[src/rtl/gpio_param_pkg.sv]
// gpio_param_pkg: opcodes, FSM state codes and GPIO field positions shared by the parameter writer and readback mux
package gpio_param_pkg;
    typedef enum logic [1:0] {
        OP_ADDR   = 2'b00,
        OP_LO     = 2'b01,
        OP_HI     = 2'b10,
        OP_COMMIT = 2'b11
    } op_e;
    typedef enum logic [1:0] {
        S_IDLE     = 2'd0,
        S_GOT_ADDR = 2'd1,
        S_GOT_LO   = 2'd2,
        S_GOT_HI   = 2'd3
    } state_e;
    // Field positions are counted down from the word MSB so they hold for any GPIO width.
    localparam int TGL_OFS  = 1;
    localparam int OP_OFS   = 2;
    localparam int OP_W     = 2;
    localparam int SETF_OFS = 5;
    localparam int SETF_W   = 4;
    localparam int IDX_W    = 4;
endpackage

[src/rtl/gpio_in_sync.sv]
// gpio_in_sync: GPIO input stage, 2-FF synchronizer with GPIO_PARAM_SYNC_EN, single register otherwise
// Ports: clk, rst (async, active-high), d (raw GPIO word), q (sampled word, all bits captured together)
module gpio_in_sync #(
    parameter int WIDTH = 32
) (
    input  logic             clk,
    input  logic             rst,
    input  logic [WIDTH-1:0] d,
    output logic [WIDTH-1:0] q
);
`ifdef GPIO_PARAM_SYNC_EN
    logic [WIDTH-1:0] meta_q;
    always_ff @(posedge clk or posedge rst) begin
        if (rst) begin
            meta_q <= '0;
            q      <= '0;
        end else begin
            meta_q <= d;
            q      <= meta_q;
        end
    end
`else
    always_ff @(posedge clk or posedge rst) begin
        if (rst) q <= '0;
        else     q <= d;
    end
`endif
endmodule

[src/rtl/gpio_param_writer.sv]
// gpio_param_writer: decodes toggle-strobed GPIO commands into 32-bit writes of a registered parameter bank
// Ports: CLK, RST (async, active-high), GP_IN (command word), SET (owned set ID), GP_OUT (ACK/ERR/state/IDX),
//        PARAMS_DATA (flattened bank), PARAM_UPD (one-cycle commit pulse per index).
// Config: define GPIO_PARAM_SYNC_EN for a 2-FF input synchronizer (3-cycle latency instead of 2).
module gpio_param_writer
    import gpio_param_pkg::*;
#(
    parameter int GPIO_WIDTH  = 32,
    parameter int PARAM_COUNT = 16,
    parameter logic [PARAM_COUNT*GPIO_WIDTH-1:0] PARAM_DEFAULTS = '0
) (
    input  logic                              CLK,
    input  logic                              RST,
    input  logic [GPIO_WIDTH-1:0]             GP_IN,
    input  logic [3:0]                        SET,
    output logic [GPIO_WIDTH-1:0]             GP_OUT,
    output logic [PARAM_COUNT*GPIO_WIDTH-1:0] PARAMS_DATA,
    output logic [PARAM_COUNT-1:0]            PARAM_UPD
);
    localparam int W = GPIO_WIDTH;
    localparam int H = GPIO_WIDTH / 2;
    logic [W-1:0] in_s;
    gpio_in_sync #(.WIDTH(W)) u_sync (.clk(CLK), .rst(RST), .d(GP_IN), .q(in_s));
    state_e                   state_q, state_d;
    logic                     tgl_q, tgl_d;
    logic [SETF_W-1:0]        set_q, set_d;
    logic [IDX_W-1:0]         idx_q, idx_d;
    logic [H-1:0]             lo_q, lo_d, hi_q, hi_d;
    logic                     err_q, err_d, ack_q, ack_d;
    logic [PARAM_COUNT-1:0]   upd_q, upd_d;
    logic [PARAM_COUNT*W-1:0] params_q, params_d;
    logic                     cmd, wr, set_ok, in_range;
    op_e                      op;
    logic [SETF_W-1:0]        setf;
    logic                     unused_bits;
    assign unused_bits = ^{in_s[W-4], in_s[W-9:H]};
    always_comb begin
        tgl_d    = in_s[W-TGL_OFS];
        cmd      = tgl_d != tgl_q;
        op       = op_e'(in_s[W-OP_OFS -: OP_W]);
        setf     = in_s[W-SETF_OFS -: SETF_W];
        set_ok   = set_q == SET;
        in_range = int'(idx_q) < PARAM_COUNT;
        state_d  = state_q;
        set_d    = set_q;
        idx_d    = idx_q;
        lo_d     = lo_q;
        hi_d     = hi_q;
        err_d    = err_q;
        ack_d    = ack_q ^ cmd;
        wr       = 1'b0;
        if (cmd) begin
            if (op == OP_ADDR) begin
                // ADDR always restarts the sequence; only a matching set may clear a sticky error.
                state_d = S_GOT_ADDR;
                set_d   = setf;
                idx_d   = in_s[IDX_W-1:0];
                lo_d    = '0;
                hi_d    = '0;
                err_d   = (setf == SET) ? 1'b0 : err_q;
            end else if (op == OP_LO && state_q == S_GOT_ADDR) begin
                state_d = S_GOT_LO;
                lo_d    = in_s[H-1:0];
            end else if (op == OP_HI && state_q == S_GOT_LO) begin
                state_d = S_GOT_HI;
                hi_d    = in_s[H-1:0];
            end else if (op == OP_COMMIT && state_q == S_GOT_HI) begin
                // A foreign set is silently ignored so several writers can share one channel.
                state_d = S_IDLE;
                wr      = set_ok && in_range;
                err_d   = (set_ok && !in_range) ? 1'b1 : err_q;
            end else begin
                state_d = S_IDLE;
                err_d   = 1'b1;
            end
        end
        params_d = params_q;
        upd_d    = '0;
        for (int i = 0; i < PARAM_COUNT; i++) begin
            if (wr && idx_q == IDX_W'(i)) begin
                params_d[i*W +: W] = {hi_q, lo_q};
                upd_d[i]           = 1'b1;
            end
        end
    end
    always_ff @(posedge CLK or posedge RST) begin
        if (RST) begin
            state_q  <= S_IDLE;
            tgl_q    <= 1'b0;
            set_q    <= '0;
            idx_q    <= '0;
            lo_q     <= '0;
            hi_q     <= '0;
            err_q    <= 1'b0;
            ack_q    <= 1'b0;
            upd_q    <= '0;
            params_q <= PARAM_DEFAULTS;
        end else begin
            state_q  <= state_d;
            tgl_q    <= tgl_d;
            set_q    <= set_d;
            idx_q    <= idx_d;
            lo_q     <= lo_d;
            hi_q     <= hi_d;
            err_q    <= err_d;
            ack_q    <= ack_d;
            upd_q    <= upd_d;
            params_q <= params_d;
        end
    end
    assign GP_OUT      = {ack_q, err_q, state_q, {(W-4-IDX_W){1'b0}}, idx_q};
    assign PARAMS_DATA = params_q;
    assign PARAM_UPD   = upd_q;
endmodule

[config.mk]
export PLATFORM = sky130hd
export DESIGN_NAME = gpio_param_writer
export DESIGN_NICKNAME = d
export VERILOG_FILES = /design/src/rtl/gpio_param_pkg.sv /design/src/rtl/gpio_in_sync.sv /design/src/rtl/gpio_param_writer.sv
export SDC_FILE = /design/constraint.sdc
export NUM_CORES = 1
export LEC_CHECK = 0
export CAP_MARGIN = 10
export CORE_AREA = 2 2 230 232
export CTS_CLUSTER_DIAMETER = 40
export DETAILED_ROUTE_END_ITERATION = 7
export DIE_AREA = 0 0 232 234
export GPL_ROUTABILITY_DRIVEN = 0
export PLACE_DENSITY_LB_ADDON = 0.1
export SYNTH_ARGS = -nofsm -noshare
export SYNTH_HDL_FRONTEND = slang
export SYNTH_SLANG_ARGS = --single-unit
[constraint.sdc]
create_clock -name CLK -period 37.9 [get_ports CLK]
set_input_delay 7.58 -clock CLK [delete_from_list [all_inputs] [get_ports CLK]]
set_output_delay 7.58 -clock CLK [all_outputs]
set_load 0.02 [all_outputs]
==> After elaboration in Yosys (flattened, before gate mapping) <==
Index checks and enable logic that the tools add are counted.
{ "totals": {"inputBits": 38, "elab_cells": 116, "reg_bits": 605, "output_inout_bits": 560} }
{ "classes": {"n_reduce_logical": 27, "bitwise_logic": 1, "n_eq_ne": 28, "mux": 34} }
{ "op_table": {"columns": ["cell", "n"], "rows": [
  ["16-bit 2-to-1 mux", 5],
  ["4-bit == test (second input constant)", 8],
  ["1-bit 2-to-1 mux", 26],
  ["1-bit logical AND", 19],
  ["4-bit by 3-bit == test with 1-bit output (second input constant)", 4],
  ["2-bit == test (second input constant)", 4],
  ["4-bit by 2-bit == test with 1-bit output (second input constant)", 2],
  ["4-bit == test", 2],
  ["2-bit 2-to-1 mux", 3],
  ["2-bit != test (second input constant)", 3],
  ["5-bit AND reduction", 1],
  ["2-bit by 1-bit == test with 1-bit output (second input constant)", 2],
  ["4-bit by 1-bit == test with 1-bit output (second input constant)", 1],
  ["4-bit zero test", 1],
  ["2-bit AND reduction", 2],
  ["2-bit nonzero test", 2],
  ["3-bit AND reduction", 1],
  ["2-bit zero test", 1],
  ["2-bit by 1-bit != test with 1-bit output (second input constant)", 1],
  ["1-bit != test", 1],
  ["1-bit XOR", 1]
]} }

==> Depth between registers and ports, before layout <==
Gate-level depths: netlist of run 1.
{ "depth": {"ltp_word": 9, "ltp_mapped": 7, "depth_no_buf": 4} }

==> Cells and area by module <==
From an unflattened synthesis of run 1, not the netlist that was laid out.
{ "unflattened": {"hier_cells": 1396, "hier_area_um2": 22622.9} }
{ "by_module_without_submodules": {"columns": ["module", "n_inst", "seq_area_each_um2", "area_per_inst_um2", "cells_each"], "rows": [
  ["gpio_param_writer", 1, 14338.8, 21818.4, 1363],
  ["gpio_in_sync", 1, 800.8, 804.5, 33]
]} }

==> Worst setup path after synthesis of run 1 <==
Ideal clock, no wire load.
{ "synth_path": {"kind": "input-to-reg", "startpoint": "input SET[2]", "endpoint": "register params_q[490] (netlist: PARAMS_DATA[490])", "t_arrival_ns": 9.135, "cell_stages": 5, "setup_slack_ns": 28.640, "required_ns": 37.775, "path_buffers": 1, "setup_time_ns": 0.125, "cell_sequence": "xnor2_1 nand3_1 nor4_4 buf_6 mux2_2"} }
{ "synth_between": {"elab_chain_cells": 7} }
{ "synth_rtl": {"columns": ["item", "line", "source"], "rows": [
  ["from (decl)", "gpio_param_writer.sv:15", "input logic [3:0] SET,"],
  ["4-bit == test", "gpio_param_writer.sv:42", "set_ok = set_q == SET;"],
  ["1-bit 2-to-1 mux", "gpio_param_writer.sv:67", "end else if (op == OP_COMMIT && state_q == S_GOT_HI) begin"],
  ["1-bit 2-to-1 mux", "gpio_param_writer.sv:64", "end else if (op == OP_HI && state_q == S_GOT_LO) begin"],
  ["1-bit 2-to-1 mux", "gpio_param_writer.sv:61", "end else if (op == OP_LO && state_q == S_GOT_ADDR) begin"],
  ["1-bit 2-to-1 mux", "gpio_param_writer.sv:53", "if (op == OP_ADDR) begin"],
  ["1-bit 2-to-1 mux", "gpio_param_writer.sv:52", "if (cmd) begin"],
  ["1-bit logical AND", "gpio_param_writer.sv:80", "if (wr && idx_q == IDX_W'(i)) begin"],
  ["to (signal assigned)", "gpio_param_writer.sv:108", "params_q <= params_d;"],
  ["to (decl)", "gpio_param_writer.sv:31", "logic [PARAM_COUNT*W-1:0] params_q, params_d;"]
]} }
Every way passes these cells.
A chain may end at the register's enable or synchronous reset.

==> Worst setup path after layout of run 1 <==
{ "layout_path": {"startpoint": "input SET[2]", "endpoint": "register params_q[390] (netlist: PARAMS_DATA[390])"} }
Same word-level chain as after synthesis.

==> flow_metrics.py, run 1 <==
metrics = {
    "outcome": {
        "status": "finished clean",
    },
    "layout": {
        "drive_gt1_share_pct": 32.7,
        "fin_util_pct": 60.4,
        "fillerInstances": 4085,
        "area_growth_pct": 40.2,
        "layout.nets": 1995,
    },
    "setup_path": {
        "critPathSlowestCell": "nand4_1",
        "cp.buffers_inverters": 2,
        "endpoint_kind": "flop",
        "cp_top_family": "simple AND/OR/NAND/NOR gates",
        "cp_max_fo": 20,
        "cp.arrival_ns": 11.40,
        "slowest_delay_ns": 1.10,
        "required_ns": 38.39,
        "ff2ff_path_depth": 5,
        "worst-path-stages": 6,
        "path_cells": "clkdlybuf4s50_1 -> xnor2_1 -> and3_1 -> nand4_1 -> buf_4 -> mux2_2",
        "start_kind": "input pin",
        "path_class": "in -> reg",
    },
    "logic_synthesis": {
        "synthMostInstantiatedCell": "dfrtp_1",
        "synth_area_leaders": "dfrtp_1 67%, mux2_2 24%, mux2_1 1.9%",
        "yosysTopAreaCellShare_pct": 66.6,
        "yosysTopAreaCell": "dfrtp_1",
        "synth.distinct_cells": 32,
        "synth_common_cells": "596 x dfrtp_1, 482 x mux2_2, 42 x clkbuf_1",
        "synth_async_sr_flop_share_pct": 100,
        "synth_seq_cells": 596,
        "synth_cells": 1386,
        "ys_warn_count": 0,
        "synth-edff-count": 0,
        "ys.flop_type": "dfrtp_1",
        "syn_area_um2": 22400,
        "postSynthAreaPerCell_um2": 16.2,
        "ys_seq_area_share_pct": 66.6,
    },
    "power_and_ir_drop": {
        "p_total_mw": 1.53,
        "leakagePower_nw": 15.2,
        "power_density_nw_per_um2": 48.7,
        "ir_drop_mv": 0.0341,
    },
    "clock_network": {
        "tritoncts": "yes",
        "clock_sink_count": 596,
        "numCtsBuffers": 83,
        "cts_setup_buffers": 0,
        "cts-root-buf": "clkbuf_16",
        "insertion_delay_ns": 0.61,
        "clk_pin_slew_ns": 0.06,
        "h-tree-depth": 3,
        "cts_resized": 0,
        "cts_buffer_depth": 3,
        "postCtsHoldBufs": 0,
    },
    "sta": {
        "slew_headroom_pct": 20.1,
        "max_freq_mhz": 91.6,
        "fin_crit_sh_pct": 28.8,
        "max_slew.worst_pin.slew_ns": 1.20,
        "setup_tns_ns": 0,
        "setup_viol": 0,
        "fin_crit_ns": 10.91,
        "fin_skew_ns": 0.0158,
        "rsz0062_at_grt": "no",
        "whs_ns": 0.395,
        "hold_violations": 0,
        "final_max_slew_viol_count": 0,
    },
    "drt": {
        "firstDrtPassIters": 4,
        "wl_per_cell_um": 25.2,
        "drc": 0,
        "drt-total-wl_um": 68500,
        "antenna_left": 0,
        "drtIter0Drc": 501,
        "vias": 13900,
        "via_per_inst": 5.11,
    },
    "min_path": {
        "hold_path_depth": 0,
        "hp-class": "reg -> reg",
    },
    "die": {
        "io-pin-count": 598,
        "rows": 84,
        "die_width_um": 232,
        "initial_core_util_pct": 43.1,
        "core_area_um2": 52000,
        "die-height_um": 234,
        "dieArea_um2": 54300,
    },
    "global_route": {
        "grt_remaining_overflow": 0,
        "antenna_found_initial": 7,
        "gr-usage-met1_pct": 31.5,
        "grt.total_usage_pct": 25.1,
        "grt_pass1_wl_um": 99100,
        "grt_max_degree": 179,
        "grt_pass1_vias": 14500,
        "use_met2_pct": 40.2,
        "gr-usage-met3_pct": 8.84,
        "busiest_layer": "met2",
    },
    "placed_design": {
        "dp_hpwl_um": 46500,
        "io_buffers": 564,
    },
    "run": {
        "drv_cap": 0,
    },
}
==> logic make-up after synthesis <==
family	count (synthesis)	share of synthesized area, %
buffers and inverters	123	3.06
DFF	596	66.6
AOI/OAI and AO/OA	37	1.22
muxes	520	26.1
other	1	0.0167
and+or+nand+nor	98	2.57
xor gates and xnor gates	11	0.430
==> cells in the final DEF (no fill, tap or decap), types with 2 or more instances in the layout <==
cell / synthesis / routed
a32o_1: 16 / 16
and2_1: 3 / 3
buf_4: 28 / 20
bufinv_16: 0 / 8
clkbuf_1: 42 / 5
clkbuf_16: 0 / 84
clkbuf_8: 0 / 11
clkdlybuf4s50_1: 0 / 564
clkinv_2: 0 / 9
clkinv_4: 0 / 11
clkinv_8: 0 / 2
clkinvlp_4: 0 / 4
conb_1: 1 / 24
dfrtp_1: 596 / 596
diode_2: 0 / 2
inv_6: 0 / 13
inv_8: 0 / 4
mux2_1: 38 / 38
mux2_2: 482 / 482
nand2_1: 36 / 36
nand2b_1: 5 / 5
nand4_1: 13 / 13
nand4_4: 0 / 5
nor2_1: 15 / 15
nor2b_1: 6 / 6
nor3_1: 4 / 4
nor4_4: 3 / 3
o21ai_0: 19 / 19
xnor2_1: 10 / 10
==> final timing paths <==
kind                                   startpoint                           end  slack, ns
hold reg to reg            u_sync.q[31]$_DFF_PP0_               tgl_q$_DFF_PP0_       0.40
setup reg to reg             set_q[2]$_DFFE_PP0P_  PARAMS_DATA[390]$_DFFE_PP0P_      34.04
setup / recovery                           SET[2]  PARAMS_DATA[390]$_DFFE_PP0P_      26.99
hold / removal             u_sync.q[31]$_DFF_PP0_               tgl_q$_DFF_PP0_       0.40
max in group asynchronous                     RST   PARAMS_DATA[40]$_DFFE_PP0P_      27.10
min in group asynchronous                     RST  PARAMS_DATA[243]$_DFFE_PP0P_       7.46
==> routing by layer <==
layer | up-vias | wire, um | share of wire (%)
met1 | 7246 | 27500 | 40
met2 | 469 | 32700 | 48
li1 | 6008 | - | -
met5 | - | 66 | 0.096
met4 | 10 | 2280 | 3.3
met3 | 126 | 5880 | 8.6
==> report_power, final <==
part	switching [mW]	internal [mW]
logic	0.0354	0.0165
registers	0.0439	0.646
clock network	0.299	0.489
total	0.378	1.15
==> worst reg2reg max path, delay by kind of cell (launching register included) <==
kind	cells	cell delay, ns
and+or+nand+nor	2	1.83
DFF	1	0.39
buffers and inverters	1	0.63
muxes	1	0.34
xor gates and xnor gates	1	0.55
==> state kept, by name (all words and copies together) (netlist names) <==
signal,flops
err_q,1
state_q,2
hi_q,16
idx_q,4
set_q,4
u_sync.q,23
PARAM_UPD,16
lo_q,16
tgl_q,1
PARAMS_DATA,512
ack_q,1
==> metrics by stage <==
step	instance area (um2)	setup slack, ns	instances
6_report	31400	26.99	2712
5_1_grt	31400	26.51	2712
4_1_cts	31400	27.02	2710
2_1_floorplan	22500	13.64	1409
3_3_place_gp	28500	26.43	2560
3_5_place_dp	28500	26.38	2560
==> layout make-up <==
class / count / area [um2] / share of cell area (%)
multi-input combinational: 690 / 6940 / 22.1
clock inverter: 50 / 592 / 1.88
antenna: 2 / 5.00 / 0.0159
clock buffer: 100 / 2270 / 7.23
inverter: 1 / 11.3 / 0.0359
sequential: 596 / 14900 / 47.5
timing repair buffer: 585 / 5820 / 18.5
tap: 688 / 861 / 2.74
(Power assumes the default switching activity.)
==> run 2, diff against run 1 <==
==> constraint.sdc (replaced) <==
create_clock -name CLK -period 10.95 [get_ports CLK]
set_input_delay 2.19 -clock CLK [delete_from_list [all_inputs] [get_ports CLK]]
set_output_delay 2.19 -clock CLK [all_outputs]
set_load 0.02 [all_outputs]
==> flow_metrics.py, run 2 (same netlist as run 1, synthesis figures left out) <==
metrics = {
    "outcome": {
        "status": "finished clean",
    },
    "layout": {
        "final_cell_mix": "596 x dfrtp_1, 564 x clkdlybuf4s50_1, 482 x mux2_2",
        "drive_gt1_share_pct": 33.1,
        "fillerInstances": 4114,
        "stdcell_count": 2725,
        "largest_reg_flops": 512,
        "multi_input_area_um2": 6940,
        "layout_commonest_cell": "dfrtp_1",
        "area_growth_pct": 41.4,
        "layout.nets": 1997,
        "regArea_um2": 14900,
    },
    "global_route": {
        "antenna_found_initial": 6,
        "grt.total_usage_pct": 24.9,
        "grt_max_degree": 183,
        "grt_remaining_overflow": 0,
        "gr-usage-met3_pct": 9.39,
        "grt_pass1_vias": 14400,
        "busiest_layer": "met2",
        "use_met2_pct": 40.1,
        "gr-usage-met1_pct": 30.9,
        "grt_pass1_wl_um": 98200,
    },
    "setup_path": {
        "path_cells": "clkdlybuf4s50_1 -> xnor2_1 -> and3_1 -> nand4_1 -> buf_4 -> mux2_1",
        "critPathSlowestCell": "nand4_1",
        "rrSetupSlack_ns": 7.22,
        "ff2ff_path_depth": 5,
        "cp.arrival_ns": 5.87,
        "cp_top_family": "simple AND/OR/NAND/NOR gates",
        "path_class": "in -> reg",
        "cp.buffers_inverters": 2,
        "cp_max_fo": 18,
        "required_ns": 11.44,
        "worst-path-stages": 6,
        "endpoint_kind": "flop",
        "start_kind": "input pin",
        "slowest_delay_ns": 0.98,
    },
    "clock_network": {
        "clock_sink_count": 596,
        "clk_pin_slew_ns": 0.06,
        "insertion_delay_ns": 0.62,
        "h-tree-depth": 3,
        "cts_buffer_depth": 3,
        "cts_resized": 0,
        "numCtsBuffers": 86,
        "postCtsHoldBufs": 0,
        "cts-root-buf": "clkbuf_16",
        "tritoncts": "yes",
        "cts_setup_buffers": 0,
    },
    "sta": {
        "max_freq_mhz": 186,
        "rsz0062_at_grt": "no",
        "hold_violations": 0,
        "slew_headroom_pct": 24.4,
        "setup_tns_ns": 0,
        "fin_crit_sh_pct": 49.1,
        "fin_skew_ns": 0.0187,
        "max_slew.worst_pin.slew_ns": 1.13,
        "setup_viol": 0,
        "fin_crit_ns": 5.38,
        "final_max_slew_viol_count": 0,
    },
    "drt": {
        "drtIter0Drc": 599,
        "drt-total-wl_um": 68100,
        "antenna_left": 0,
        "wl_per_cell_um": 25.0,
        "firstDrtPassIters": 6,
        "drc": 0,
        "via_per_inst": 5.09,
        "vias": 13900,
    },
    "die": {
        "die-height_um": 234,
        "initial_core_util_pct": 43.1,
        "die_width_um": 232,
        "io-pin-count": 598,
        "rows": 84,
        "dieArea_um2": 54300,
        "core_area_um2": 52000,
    },
    "power_and_ir_drop": {
        "leakagePower_nw": 15.3,
        "power_density_nw_per_um2": 174,
        "ir_drop_mv": 0.130,
    },
    "min_path": {
        "hp-class": "reg -> reg",
        "hold_path_depth": 0,
    },
    "placed_design": {
        "io_buffers": 564,
        "dp_hpwl_um": 46300,
        "place_inst": 2559,
    },
    "run": {
        "drv_cap": 0,
    },
}
run 2: power by group:
part,leakage (nW),switching [mW],internal [mW]
clock network,1.55,1.07,1.89
registers,8.23,0.151,2.23
logic,5.54,0.124,0.0574
run 2: per-layer routing:
layer  vias to the layer above  share of wire (%)
met1                      7262                 41
met4                         2                2.9
met3                       115                8.3
li1                       6014                  -
met5                         -              0.023
met2                       475                 48
run 2: worst paths after layout:
check / endpoint / from
worst min-delay path: tgl_q$_DFF_PP0_ / u_sync.q[31]$_DFF_PP0_
worst min register to register: tgl_q$_DFF_PP0_ / u_sync.q[31]$_DFF_PP0_
worst max register to register: PARAMS_DATA[189]$_DFFE_PP0P_ / set_q[2]$_DFFE_PP0P_
min in group asynchronous: PARAMS_DATA[212]$_DFFE_PP0P_ / RST
max in group asynchronous: PARAMS_DATA[97]$_DFFE_PP0P_ / RST
worst max-delay path: PARAMS_DATA[189]$_DFFE_PP0P_ / SET[2]
run 2: through the flow:
stage | utilization, % | hold WS, ns | power [mW] | cell area, um2 | setup slack, ns
floorplan | - | 0.373 | 2.48 | 22500 | 0.633
global placement | 54.9 | 0.380 | 2.60 | 28500 | 5.03
detailed placement | 54.9 | 0.394 | 2.61 | 28500 | 4.83
CTS | 60.9 | 0.407 | 5.59 | 31700 | 5.49
global route | 60.9 | 0.421 | 5.71 | 31700 | 5.37
finish | 60.9 | 0.404 | 5.52 | 31700 | 5.57
run 2: area by class of cell:
cell class,instances,share of cell area [%]
tap,688,2.72
multi-input combinational,690,21.9
timing repair buffer,584,18.4
clock inverter,58,2.40
antenna,6,0.0474
inverter,1,0.0237
clock buffer,102,7.50
sequential,596,47.1
==> run 3, diff against run 2 <==
==> constraint.sdc (replaced) <==
create_clock -name CLK -period 5.29 [get_ports CLK]
set_input_delay 1.058 -clock CLK [delete_from_list [all_inputs] [get_ports CLK]]
set_output_delay 1.058 -clock CLK [all_outputs]
set_load 0.02 [all_outputs]
==> flow_metrics.py, run 3 (same netlist as run 1, synthesis figures left out) <==
metrics = {
    "setup_path": {
        "endpoint_kind": "flop",
        "cp_max_fo": 32,
        "required_ns": 5.77,
        "start_kind": "input pin",
        "path_class": "in -> reg",
        "cp.arrival_ns": 4.17,
    },
    "placed_design": {
        "dp_hpwl_um": 47000,
        "dp_slack_ns": 1.02,
        "io_buffers": 564,
    },
    "sta": {
        "fin_skew_ns": 0.0243,
        "setup_tns_ns": 0,
        "hold_violations": 0,
        "rsz0062_at_grt": "no",
        "max_freq_mhz": 270,
        "final_max_slew_viol_count": 0,
        "setup_ws_ns": 1.59,
        "max_slew.worst_pin.slew_ns": 1.05,
        "fin_crit_ns": 3.70,
        "setup_viol": 0,
        "fin_crit_sh_pct": 69.9,
        "slew_headroom_pct": 29.8,
    },
    "global_route": {
        "grt_remaining_overflow": 0,
        "grt_max_degree": 136,
        "grt_pass1_wl_um": 99500,
        "grt.total_usage_pct": 25.2,
        "grt_pass1_vias": 14600,
        "antenna_found_initial": 7,
    },
    "drt": {
        "drtIter0Drc": 609,
        "drt-total-wl_um": 68600,
        "firstDrtPassIters": 5,
        "drc": 0,
        "vias": 13900,
        "wl_per_cell_um": 25.1,
        "via_per_inst": 5.09,
        "antenna_left": 0,
    },
    "clock_network": {
        "cts_setup_buffers": 0,
        "numCtsBuffers": 86,
        "h-tree-depth": 3,
        "clk_pin_slew_ns": 0.05,
        "cts_resized": 0,
        "clock_sink_count": 596,
        "postCtsHoldBufs": 0,
        "insertion_delay_ns": 0.63,
        "tritoncts": "yes",
        "cts_buffer_depth": 3,
        "cts-root-buf": "clkbuf_16",
    },
    "power_and_ir_drop": {
        "ir_drop_mv": 0.264,
        "power_density_nw_per_um2": 354,
        "leakagePower_nw": 15.3,
    },
    "die": {
        "initial_core_util_pct": 43.1,
        "core_area_um2": 52000,
        "dieArea_um2": 54300,
        "io-pin-count": 598,
        "rows": 84,
        "die-height_um": 234,
        "die_width_um": 232,
    },
    "layout": {
        "layout.nets": 2013,
        "final_cell_mix": "596 x dfrtp_1, 564 x clkdlybuf4s50_1, 482 x mux2_2",
        "drive_gt1_share_pct": 33.3,
        "layout_commonest_cell": "dfrtp_1",
        "area_growth_pct": 41.7,
        "largest_reg_flops": 512,
    },
    "min_path": {
        "hp-class": "reg -> reg",
    },
    "outcome": {
        "status": "finished clean",
    },
    "run": {
        "drv_cap": 0,
    },
}
run 3: cell types whose count changed in the layout (fill, tap and decap cells not counted), moves of 2 or more:
| cell | change |
|---|---|
| clkinvlp_4 | +15 |
| buf_4 | +13 |
| clkinv_2 | -10 |
| clkbuf_1 | +6 |
| clkbuf_8 | -6 |
| inv_8 | -6 |
| buf_12 | +3 |
| clkinv_4 | -3 |
| diode_2 | -3 |
| inv_6 | +3 |
| bufinv_16 | -2 |
run 3: worst paths after layout:
check	end	slack (ns)	start	cells after the start
setup reg to reg	PARAMS_DATA[87]$_DFFE_PP0P_	2.06	u_sync.q[31]$_DFF_PP0_	5
setup / recovery	PARAMS_DATA[87]$_DFFE_PP0P_	1.59	SET[2]	5
max in group asynchronous	PARAMS_DATA[398]$_DFFE_PP0P_	3.21	RST	3
hold reg to reg	tgl_q$_DFF_PP0_	0.39	u_sync.q[31]$_DFF_PP0_	0
min in group asynchronous	PARAMS_DATA[342]$_DFFE_PP0P_	0.87	RST	2
hold / removal	tgl_q$_DFF_PP0_	0.39	u_sync.q[31]$_DFF_PP0_	0
run 3: cell type report:
| cell class | instances | area, um2 |
|---|---|---|
| fillers | 4113 | 20300 |
| flip-flops and latches | 596 | 14900 |
| multi-input cells | 690 | 6940 |
| repair buffers | 600 | 5980 |
| clock buffers | 103 | 2340 |
| well taps | 688 | 861 |
| clock inverters | 55 | 693 |
| inverters | 1 | 7.51 |
| diodes | 3 | 7.51 |
run 3: per-stage QoR:
step	total power, mW	std cells	utilization, %	area [um2]	hold WS (ns)
final	11.2	2736	61.0	31700	0.391
after global routing	11.6	2736	61.0	31700	0.404
after CTS	11.4	2733	61.0	31700	0.395
after detailed placement	5.41	2575	55.2	28700	0.383
after global placement	5.40	2575	55.2	28700	0.380
after floorplan	5.13	1409	-	22500	0.373
run 3: where the power goes:
part / internal (mW) / leakage [nW] / switching, mW
registers: 4.63 / 8.23 / 0.317
clock network: 3.75 / 1.42 / 2.17
logic: 0.124 / 5.62 / 0.254
run 3: routing by layer:
metal  up-vias  global-route usage, %  wire length [um]
li1       6038                      -                 -
met1      7309                   31.8             27700
met2       463                   40.5             33000
met3       112                   8.45              5680
met4         4                   9.48              2080
met5         -                      0                28
run 3: worst max-delay path, stage by stage:
cell and delay (ns):
clkdlybuf4s50_1 0.47, xnor2_1 0.50, and3_1 0.73, nand4_4 0.83
mux2_2 0.55
